File: src/rtl/mem_pkg.sv
// mem_pkg: access-size encodings, exception codes and FSM state type for the memory-access stage.
package mem_pkg;
    localparam logic [1:0] SZ_BYTE  = 2'b00;
    localparam logic [1:0] SZ_HALF  = 2'b01;
    localparam logic [1:0] SZ_WORD  = 2'b10;
    localparam logic [3:0] EXC_NONE = 4'd0;
    localparam logic [3:0] EXC_ADEL = 4'd4;
    localparam logic [3:0] EXC_ADES = 4'd5;
    typedef enum logic [2:0] {IDLE, REQ, WAIT, DONE, DRAIN} mem_state_t;
endpackage

File: src/rtl/load_align.sv
// load_align: picks the addressed byte/half of a little-endian read word and sign- or zero-extends it.
// Ports: rdata raw bus word, addr low address bits, MemReadType {zext, size}, result extended value.
module load_align
    import mem_pkg::*;
(
    input  logic [31:0] rdata,
    input  logic [1:0]  addr,
    input  logic [2:0]  MemReadType,
    output logic [31:0] result
);
    logic [7:0]  b;
    logic [15:0] h;
    logic        sign;
    always_comb begin
        b      = rdata[{addr, 3'b000} +: 8];
        h      = addr[1] ? rdata[31:16] : rdata[15:0];
        sign   = !MemReadType[2] && (MemReadType[1:0] == SZ_BYTE ? b[7] : h[15]);
        result = MemReadType[1:0] == SZ_BYTE ? {{24{sign}}, b}
               : MemReadType[1:0] == SZ_HALF ? {{16{sign}}, h}
               : rdata;
    end
endmodule

File: src/rtl/mem_access_stage.sv
// mem_access_stage: load/store stage driving an SRAM-like request/handshake bus, with alignment and address-error traps.
// Optional feature macro MEM_UNALIGNED_TRAP_EN: defined -> misaligned half/word raise AdEL/AdES;
// undefined -> the low address bits are masked and the access proceeds.
// Ports: clk, rst (asynchronous, active low); MemRead/MemWrite/MemReadType/ALUResult/MemData/exception_i
// from execute; flush/hold pipeline control; data_* bus master side; ReadData/exception/BadVAddr/stall results.
module mem_access_stage
    import mem_pkg::*;
#(
    parameter int ADDR_W = 32,
    parameter int DATA_W = 32
) (
    input  logic              clk,
    input  logic              rst,
    input  logic              MemRead,
    input  logic              MemWrite,
    input  logic [2:0]        MemReadType,
    input  logic [ADDR_W-1:0] ALUResult,
    input  logic [DATA_W-1:0] MemData,
    input  logic [3:0]        exception_i,
    input  logic              flush,
    input  logic              hold,
    output logic              data_req,
    output logic              data_wr,
    output logic [1:0]        data_size,
    output logic [ADDR_W-1:0] data_addr,
    output logic [DATA_W-1:0] data_wdata,
    input  logic              data_addr_ok,
    input  logic              data_data_ok,
    input  logic [DATA_W-1:0] data_rdata,
    output logic [DATA_W-1:0] ReadData,
    output logic [3:0]        exception,
    output logic [ADDR_W-1:0] BadVAddr,
    output logic              stall
);
    mem_state_t        state_q, state_d;
    logic              wr_q;
    logic [1:0]        size_q;
    logic [2:0]        type_q;
    logic [ADDR_W-1:0] addr_q;
    logic [DATA_W-1:0] wdata_q, rdata_q;
    logic [1:0]        size;
    logic              addr_err, valid, idle;
    logic [ADDR_W-1:0] addr;
    logic [DATA_W-1:0] wdata, aligned;

    assign size = MemReadType[1:0];
`ifdef MEM_UNALIGNED_TRAP_EN
    assign addr_err = (MemRead | MemWrite) &
                      ((size == SZ_HALF && ALUResult[0]) || (size == SZ_WORD && ALUResult[1:0] != 2'b00));
    assign addr     = ALUResult;
`else
    assign addr_err = 1'b0;
    assign addr     = {ALUResult[ADDR_W-1:2],
                       size == SZ_WORD ? 2'b00 : {ALUResult[1], ALUResult[0] & (size != SZ_HALF)}};
`endif
    assign valid     = (MemRead | MemWrite) && exception_i == EXC_NONE && !addr_err && !flush;
    assign wdata     = size == SZ_BYTE ? {4{MemData[7:0]}} : size == SZ_HALF ? {2{MemData[15:0]}} : MemData;
    assign exception = exception_i != EXC_NONE ? exception_i
                     : addr_err ? (MemRead ? EXC_ADEL : EXC_ADES) : EXC_NONE;
    assign BadVAddr  = (exception_i == EXC_NONE && addr_err) ? ALUResult : '0;

    // Bus follows the stage inputs while idle; once a request is pending the captured copy is held.
    assign idle       = state_q == IDLE;
    assign data_req   = idle ? valid : state_q == REQ;
    assign data_wr    = idle ? MemWrite : wr_q;
    assign data_size  = idle ? size : size_q;
    assign data_addr  = idle ? addr : addr_q;
    assign data_wdata = idle ? wdata : wdata_q;
    assign ReadData   = rdata_q;
    assign stall      = (idle && valid) || state_q == REQ || state_q == WAIT ||
                        (state_q == DRAIN && (MemRead || MemWrite));

    load_align u_align (
        .rdata       (data_rdata),
        .addr        (addr_q[1:0]),
        .MemReadType (type_q),
        .result      (aligned)
    );

    // A flush after acceptance must still consume the response, hence DRAIN instead of IDLE.
    always_comb begin
        state_d = state_q;
        case (state_q)
            IDLE:    state_d = !valid ? IDLE : data_addr_ok ? WAIT : REQ;
            REQ:     state_d = data_addr_ok ? (flush ? DRAIN : WAIT) : flush ? IDLE : REQ;
            WAIT:    state_d = data_data_ok ? (flush ? IDLE : DONE) : flush ? DRAIN : WAIT;
            DONE:    state_d = hold ? DONE : IDLE;
            DRAIN:   state_d = data_data_ok ? IDLE : DRAIN;
            default: state_d = IDLE;
        endcase
    end

    always_ff @(posedge clk or negedge rst) begin
        if (!rst) begin
            state_q <= IDLE;
            wr_q    <= 1'b0;
            size_q  <= SZ_BYTE;
            type_q  <= 3'b000;
            addr_q  <= '0;
            wdata_q <= '0;
            rdata_q <= '0;
        end else begin
            state_q <= state_d;
            if (state_q == IDLE) begin
                wr_q    <= MemWrite;
                size_q  <= size;
                type_q  <= MemReadType;
                addr_q  <= addr;
                wdata_q <= wdata;
            end
            if (state_q == WAIT && data_data_ok && !flush) rdata_q <= aligned;
        end
    end
endmodule

File: config.mk
export PLATFORM = sky130hd
export DESIGN_NAME = mem_access_stage
export DESIGN_NICKNAME = d
export VERILOG_FILES = /design/src/rtl/mem_pkg.sv /design/src/rtl/load_align.sv /design/src/rtl/mem_access_stage.sv
export SDC_FILE = /design/constraint.sdc
export NUM_CORES = 1
export LEC_CHECK = 0
export ABC_AREA = 1
export BUFFER_PORTS_ARGS = -buffer_cell sky130_fd_sc_hd__clkbuf_2
export CAP_MARGIN = 20
export CORE_UTILIZATION = 48
export CTS_CLUSTER_SIZE = 12
export DETAILED_ROUTE_END_ITERATION = 16
export GPL_TIMING_DRIVEN = 0
export PLACE_DENSITY = 0.89
export SLEW_MARGIN = 15
export SYNTH_ARGS = -nofsm -noshare
export SYNTH_HDL_FRONTEND = slang
export SYNTH_SLANG_ARGS = --single-unit
export TNS_END_PERCENT = 30
File: constraint.sdc
create_clock -name clk -period 2 [get_ports clk]
set_input_delay 0.5 -clock clk [delete_from_list [all_inputs] [get_ports clk]]
set_output_delay 0.5 -clock clk [all_outputs]
set_load 0.005 [all_outputs]
==> flow_summary_export.csv, run 1 <==
group,metric,value,unit
floorplan,die_h,109.4,microns
synth,synth_cell_types,30,
run,max-cap-violations,0,
outcome,outcome,"finished, violations left",
synth,synth_common_cells,"nand2_1 (300), dfrtp_1 (105), inv_1 (52)",
timing,fmax,0.4239,GHz
cts,ctsHoldBuffers,0,
timing,max-slew-margin-rel,65.33,%
cts,cts_made_buffers,9,
timing,slew_viol_final,0,
floorplan,ios,248,
cts,cts_root_buf,"clkbuf_16",
routing,drc,0,
synth,synth.most_common_cell,"nand2_1",
routing,avgRoutedWirePerCell,15.20,microns
placement,place_ws,-0.2559,ns
routing,dr_total_vias,5852,
routing,drtIter0Drc,393,
synth,avgSynthCellArea,7.623,sq um
critical_path,path_max_fanout,10,
routing,drtAntennaViolNets,0,
timing,rsz0062_at_grt,"true",
floorplan,core_area,11030,sq um
routing,viasPerCell,5.098,
outcome,violations,"setup timing",
routing,wl,17450,microns
cts,clock_sinks,105,
cts,path_clk_slew,0.07,ns
synth,synthFlopType,"dfrtp_1",
global_route,grt.total_usage,28.34,%
timing,skew,0.007341,ns
synth,async_reset_ff_share,100.0,%
worst_hold_path,hp-class,"in -> async",
placement,gp_congestion,0.9389,
power_and_ir_drop,power_density,842.7,nW/um^2
finish,nets,1114,
floorplan,start_util,50.17,%
cts,clock_path_buffers,2,
critical_path,endpoint_kind,"output port",
critical_path,required,1.50,ns
critical_path,critical_path_class,"reg -> out",
critical_path,crit_arrival,1.86,ns
finish,n_fill_cell,862,
finish,syn_to_final_growth,41.13,%
finish,multi_input_area,2610,sq um
floorplan,rows,38,
timing,worst_pin_slew,0.5201,ns
synth,netlist_top_cells_area,"dfrtp_1 (47%), nand2_1 (20%), buf_4 (5.0%)",
synth,synthCells,726,
placement,dp_hpwl,12280,microns
power_and_ir_drop,fin_total_pwr,6.581,mW
synth,synth_top_area_share,47.48,%
global_route,grt.overflow.total,0,
synth,syn_area,5534,sq um
floorplan,die_area,11960,sq um
placement,port_buffers,215,
timing,fin_crit_sh,117.9,%
synth,synth-seq-cells,105,
cts,h-tree-depth,3,
timing,final.min_clock_period,2.359,ns
finish,drive_above_1_share,39.48,%
power_and_ir_drop,leakage,4.480,nW
finish,seq_area,2628,sq um
synth,ys.warnings.count,0,
synth,synth_edf_count,0,
cts,clock_latency,0.35,ns
timing,setup_violations,69,
cts,cts_tree,"done",
timing,fin_tns_setup,-14.83,ns
finish,diodes,0,
timing,finalHoldViolCount,0,
global_route,grt_max_degree,54,
routing,drtPass1Iterations,6,
floorplan,die_w,109.4,microns
power_and_ir_drop,ir_worst_vdd,0.0007448,V
critical_path,start_kind,"flop",
global_route,grt_pass1_wl,25700,microns
synth,ys_seq_area_share,47.48,%
global_route,antenna_found_initial,0,
global_route,grt_pass1_vias,5355,
timing,setup_ws,-0.3589,ns
synth,yosys.area.top_type,"dfrtp_1",
-- sequential cells by signal, indices dropped and copies added (netlist names) --
name and cells:
ReadData 32, addr_q 32, size_q 2, state_q 3, type_q 3, wdata_q 32, wr_q 1
-- worst max-delay path, stage by stage (launching register included) --
cell	delay, ns
dfrtp_1	0.44
nor2_4	0.20
nand2_4	0.11
inv_6	0.10
buf_8	0.14
nor2_1	0.07
a31oi_1	0.27
clkbuf_2	0.17
-- path summary, 6_finish.rpt --
kind | from | end | slack (ns) | cells after the start
setup / recovery | state_q[0] | data_wdata[26] | -0.36 | 7
hold / removal | rst | ReadData[24] | 0.10 | 1
setup reg to reg | state_q[0] | wdata_q[24] | 0.35 | 7
hold reg to reg | addr_q[16] | addr_q[16] | 0.48 | 2
max in group asynchronous | rst | addr_q[6] | 1.30 | 2
min in group clk | ALUResult[28] | addr_q[28] | 0.36 | 3
-- cell families after synthesis --
group | count (synthesis) | synth area share, %
buf+inv | 133 | 13.25
other cells | 1 | 0.06776
simple gates | 405 | 31.00
compound gates | 82 | 8.207
flops | 105 | 47.48
-- power by group --
group / switching [mW] / leakage [nW] / internal, mW
Combinational: 1.12 / 3.05 / 0.926
Sequential: 0.193 / 1.28 / 2.53
Clock: 0.890 / 0.151 / 0.925
-- area by class of cell --
cell class	count	share of cell area [%]
flip-flops and latches	105	33.64
clock buffers	10	3.060
inverters	59	2.932
multi-input cells	520	33.42
plain buffers	73	7.562
clock inverters	6	0.8010
repair buffers	235	16.34
well taps	140	2.243
-- placed cells by master (no fill, tap or decap), drive strengths merged, types with 7 or more instances in the layout --
| master | count |
|---|---|
| o21ai | 34 |
| nand3 | 53 |
| or2 | 9 |
| buf | 99 |
| a31oi | 9 |
| nor2 | 32 |
| inv | 65 |
| conb | 32 |
| nand2 | 306 |
| a21oi | 30 |
| dfrtp | 105 |
| o311ai | 7 |
| clkbuf | 219 |
-- through the flow --
step | area [sq um] | instances | hold WS [ns] | utilization, %
finish | 7810 | 1148 | 0.1033 | 70.80
global route | 7810 | 1148 | 0.1301 | 70.80
CTS | 7620 | 1142 | 0.1155 | 69.08
detailed placement | 6938 | 1113 | 0.4610 | 62.90
global placement | 6902 | 1112 | 0.4581 | 62.57
floorplan | 5650 | 757 | 0.2044 | -
-- metal layers --
metal	global-route usage [%]	wire length, microns	up-vias
li1	-	-	2764
met1	33.35	6616	2676
met2	49.19	8479	351
met3	6.876	1681	61
met4	12.29	674	0
met5	0	0	-
-- repair_timing --
action	in CTS	in global routing
endpoints found under the hold margin	0	0
buffers inserted	12	6
setup endpoints to repair	69	69
cloned	2	0
pin swaps	4	5
gates resized for setup	85	56
No activity file was read; power rests on OpenSTA's default activity.
==> run 2: changes to the inputs <==
PLACE_DENSITY = 0.81   (was 0.89)
REMOVE_ABC_BUFFERS = 1   (was unset)
==> flow_summary_export.csv, run 2 (synthesized netlist as in run 1, its figures left out) <==
group,metric,value,unit
global_route,antenna_found_initial,0,
power_and_ir_drop,p_clk_share,27.9,%
cts,ctsHoldBuffers,0,
outcome,violations,"setup timing",
global_route,grt.overflow.total,0,
global_route,grt.total_usage,27.54,%
routing,drc,0,
cts,cts_tree,"done",
critical_path,crit_arrival,1.76,ns
placement,place_inst,1040,
routing,dr_total_vias,5496,
placement,gp_congestion,0.8908,
timing,setup_ws,-0.2647,ns
routing,wl,16370,microns
floorplan,start_util,50.17,%
routing,wl_met3,1311,microns
timing,slew_viol_final,0,
timing,max-slew-margin-rel,47.02,%
finish,n_fill_cell,944,
finish,final_common_cell,"nand2_1",
global_route,grt_pass1_vias,5174,
global_route,grt_pass1_wl,24990,microns
placement,port_buffers,215,
cts,clock_latency,0.36,ns
timing,rsz0062_at_grt,"true",
cts,path_clk_slew,0.07,ns
timing,skew,0.01128,ns
timing,finalHoldViolCount,0,
routing,avgRoutedWirePerCell,15.20,microns
cts,cts_root_buf,"clkbuf_16",
critical_path,critical_path_class,"reg -> out",
floorplan,die_area,11960,sq um
floorplan,rows,38,
cts,clock_path_buffers,2,
floorplan,die_w,109.4,microns
critical_path,endpoint_kind,"output port",
cts,h-tree-depth,3,
floorplan,ios,248,
cts,cts_made_buffers,9,
power_and_ir_drop,pwr-share-comb,29.0,%
routing,viasPerCell,5.103,
timing,fin_crit_sh,113.2,%
power_and_ir_drop,leakage,4.120,nW
finish,mostFrequentLayoutCells,"nand2_1 (287), clkbuf_2 (204), dfrtp_1 (101)",
routing,drtAntennaViolNets,0,
timing,final.min_clock_period,2.265,ns
power_and_ir_drop,power_density,870.5,nW/um^2
critical_path,required,1.50,ns
run,max-cap-violations,0,
outcome,outcome,"finished, violations left",
power_and_ir_drop,switching_share,33.83,%
worst_hold_path,hp-class,"in -> async",
routing,top_layer_used,"met4",
routing,drtPass1Iterations,5,
placement,dp_hpwl,10610,microns
timing,worst_pin_slew,0.7939,ns
global_route,grt_max_degree,87,
finish,drive_above_1_share,36.07,%
finish,stdcell_count,1077,
critical_path,path_max_fanout,7,
timing,setup_violations,69,
floorplan,core_area,11030,sq um
finish,diodes,0,
routing,wl_met2,8220,microns
power_and_ir_drop,ir_worst_vdd,0.0006657,V
finish,nets,1043,
routing,met1_length,6411,microns
power_and_ir_drop,p_int,4.225,mW
cts,clock_sinks,105,
critical_path,start_kind,"flop",
finish,syn_to_final_growth,32.56,%
floorplan,die_h,109.4,microns
power_and_ir_drop,power.switching,2.160,mW
timing,holdWs,0.0009224,ns
power_and_ir_drop,seqPwrFrac,43.0,%
timing,fmax,0.4416,GHz
routing,drtIter0Drc,356,
## run 2: changes by cell type in the layout (fill, tap and decap cells not counted), moves of 5 or more
cell	before	now
a21oi_1	14	19
clkinvlp_4	0	5
nand2_1	295	287
buf_6	15	1
nand2_2	6	15
buf_8	5	0
buf_4	52	12
buf_2	25	8
clkbuf_2	198	204
clkbuf_1	7	0
## run 2: final cells by class
class	count	area (sq um)	area share, %
flip-flops and latches	105	2633	35.89
multi-input cells	521	2567	35.00
repair buffers	234	1364	18.59
inverters	59	272.8	3.718
clock buffers	9	225.2	3.070
well taps	140	175.2	2.388
clock inverters	7	71.32	0.9722
repair inverters	2	27.53	0.3752
## run 2: power groups by stage
stage          Sequential, mW  Clock, mW  Combinational (mW)
2_1_floorplan            2.76          0               0.789
3_3_place_gp             2.76          0                1.56
6_report                 2.75       1.78                1.85
5_1_grt                  2.80       1.88                2.08
3_5_place_dp             2.78          0                1.61
4_1_cts                  2.74       1.81                1.80
## run 2: per-stage QoR
stage               cell area, sq um  setup slack, ns  power (mW)  util (%)  TNS [ns]
floorplan                       5139          -0.6845       3.545         -    -37.66
global placement                6390           -1.651       4.323     57.93   -254.16
detailed placement              6446          -0.9756       4.388     58.44    -64.61
CTS                             7186          -0.2525       6.356     65.14    -11.85
global route                    7336          -0.3347       6.758     66.50    -16.16
finish                          7336          -0.2647       6.385     66.50    -12.02
## run 2: layer usage
layer | GRT usage, % | vias up
li1 | - | 2626
met1 | 32.75 | 2568
met2 | 47.57 | 267
met3 | 6.995 | 35
met4 | 11.05 | 0
met5 | 0 | -
## run 2: worst paths after layout
| path | startpoint | end | slack [ns] | depth (start not counted) |
|---|---|---|---|---|
| setup / recovery | state_q[0] | data_wdata[25] | -0.26 | 6 |
| hold / removal | rst | ReadData[25] | 0.0009 | 1 |
| setup reg to reg | addr_q[0] | ReadData[29] | 0.17 | 7 |
| hold reg to reg | wdata_q[6] | wdata_q[6] | 0.47 | 2 |
| max in group asynchronous | rst | state_q[1] | 1.30 | 2 |
| min in group clk | ALUResult[11] | addr_q[11] | 0.35 | 3 |
## run 2: what timing repair did
item / 4_1_cts / 5_1_grt
cloned: 6 / 1
pin swaps: 6 / 6
gates resized for setup: 81 / 26
setup endpoints to repair: 165 / 93
setup buffers: 9 / 5
## run 2: worst max-delay path: stages (launching register included)
cell and delay, ns:
dfrtp_1 0.42, nor2_4 0.18, nand2_8 0.16, buf_16 0.20, a21oi_2 0.15, a31oi_1 0.15, clkbuf_2 0.14
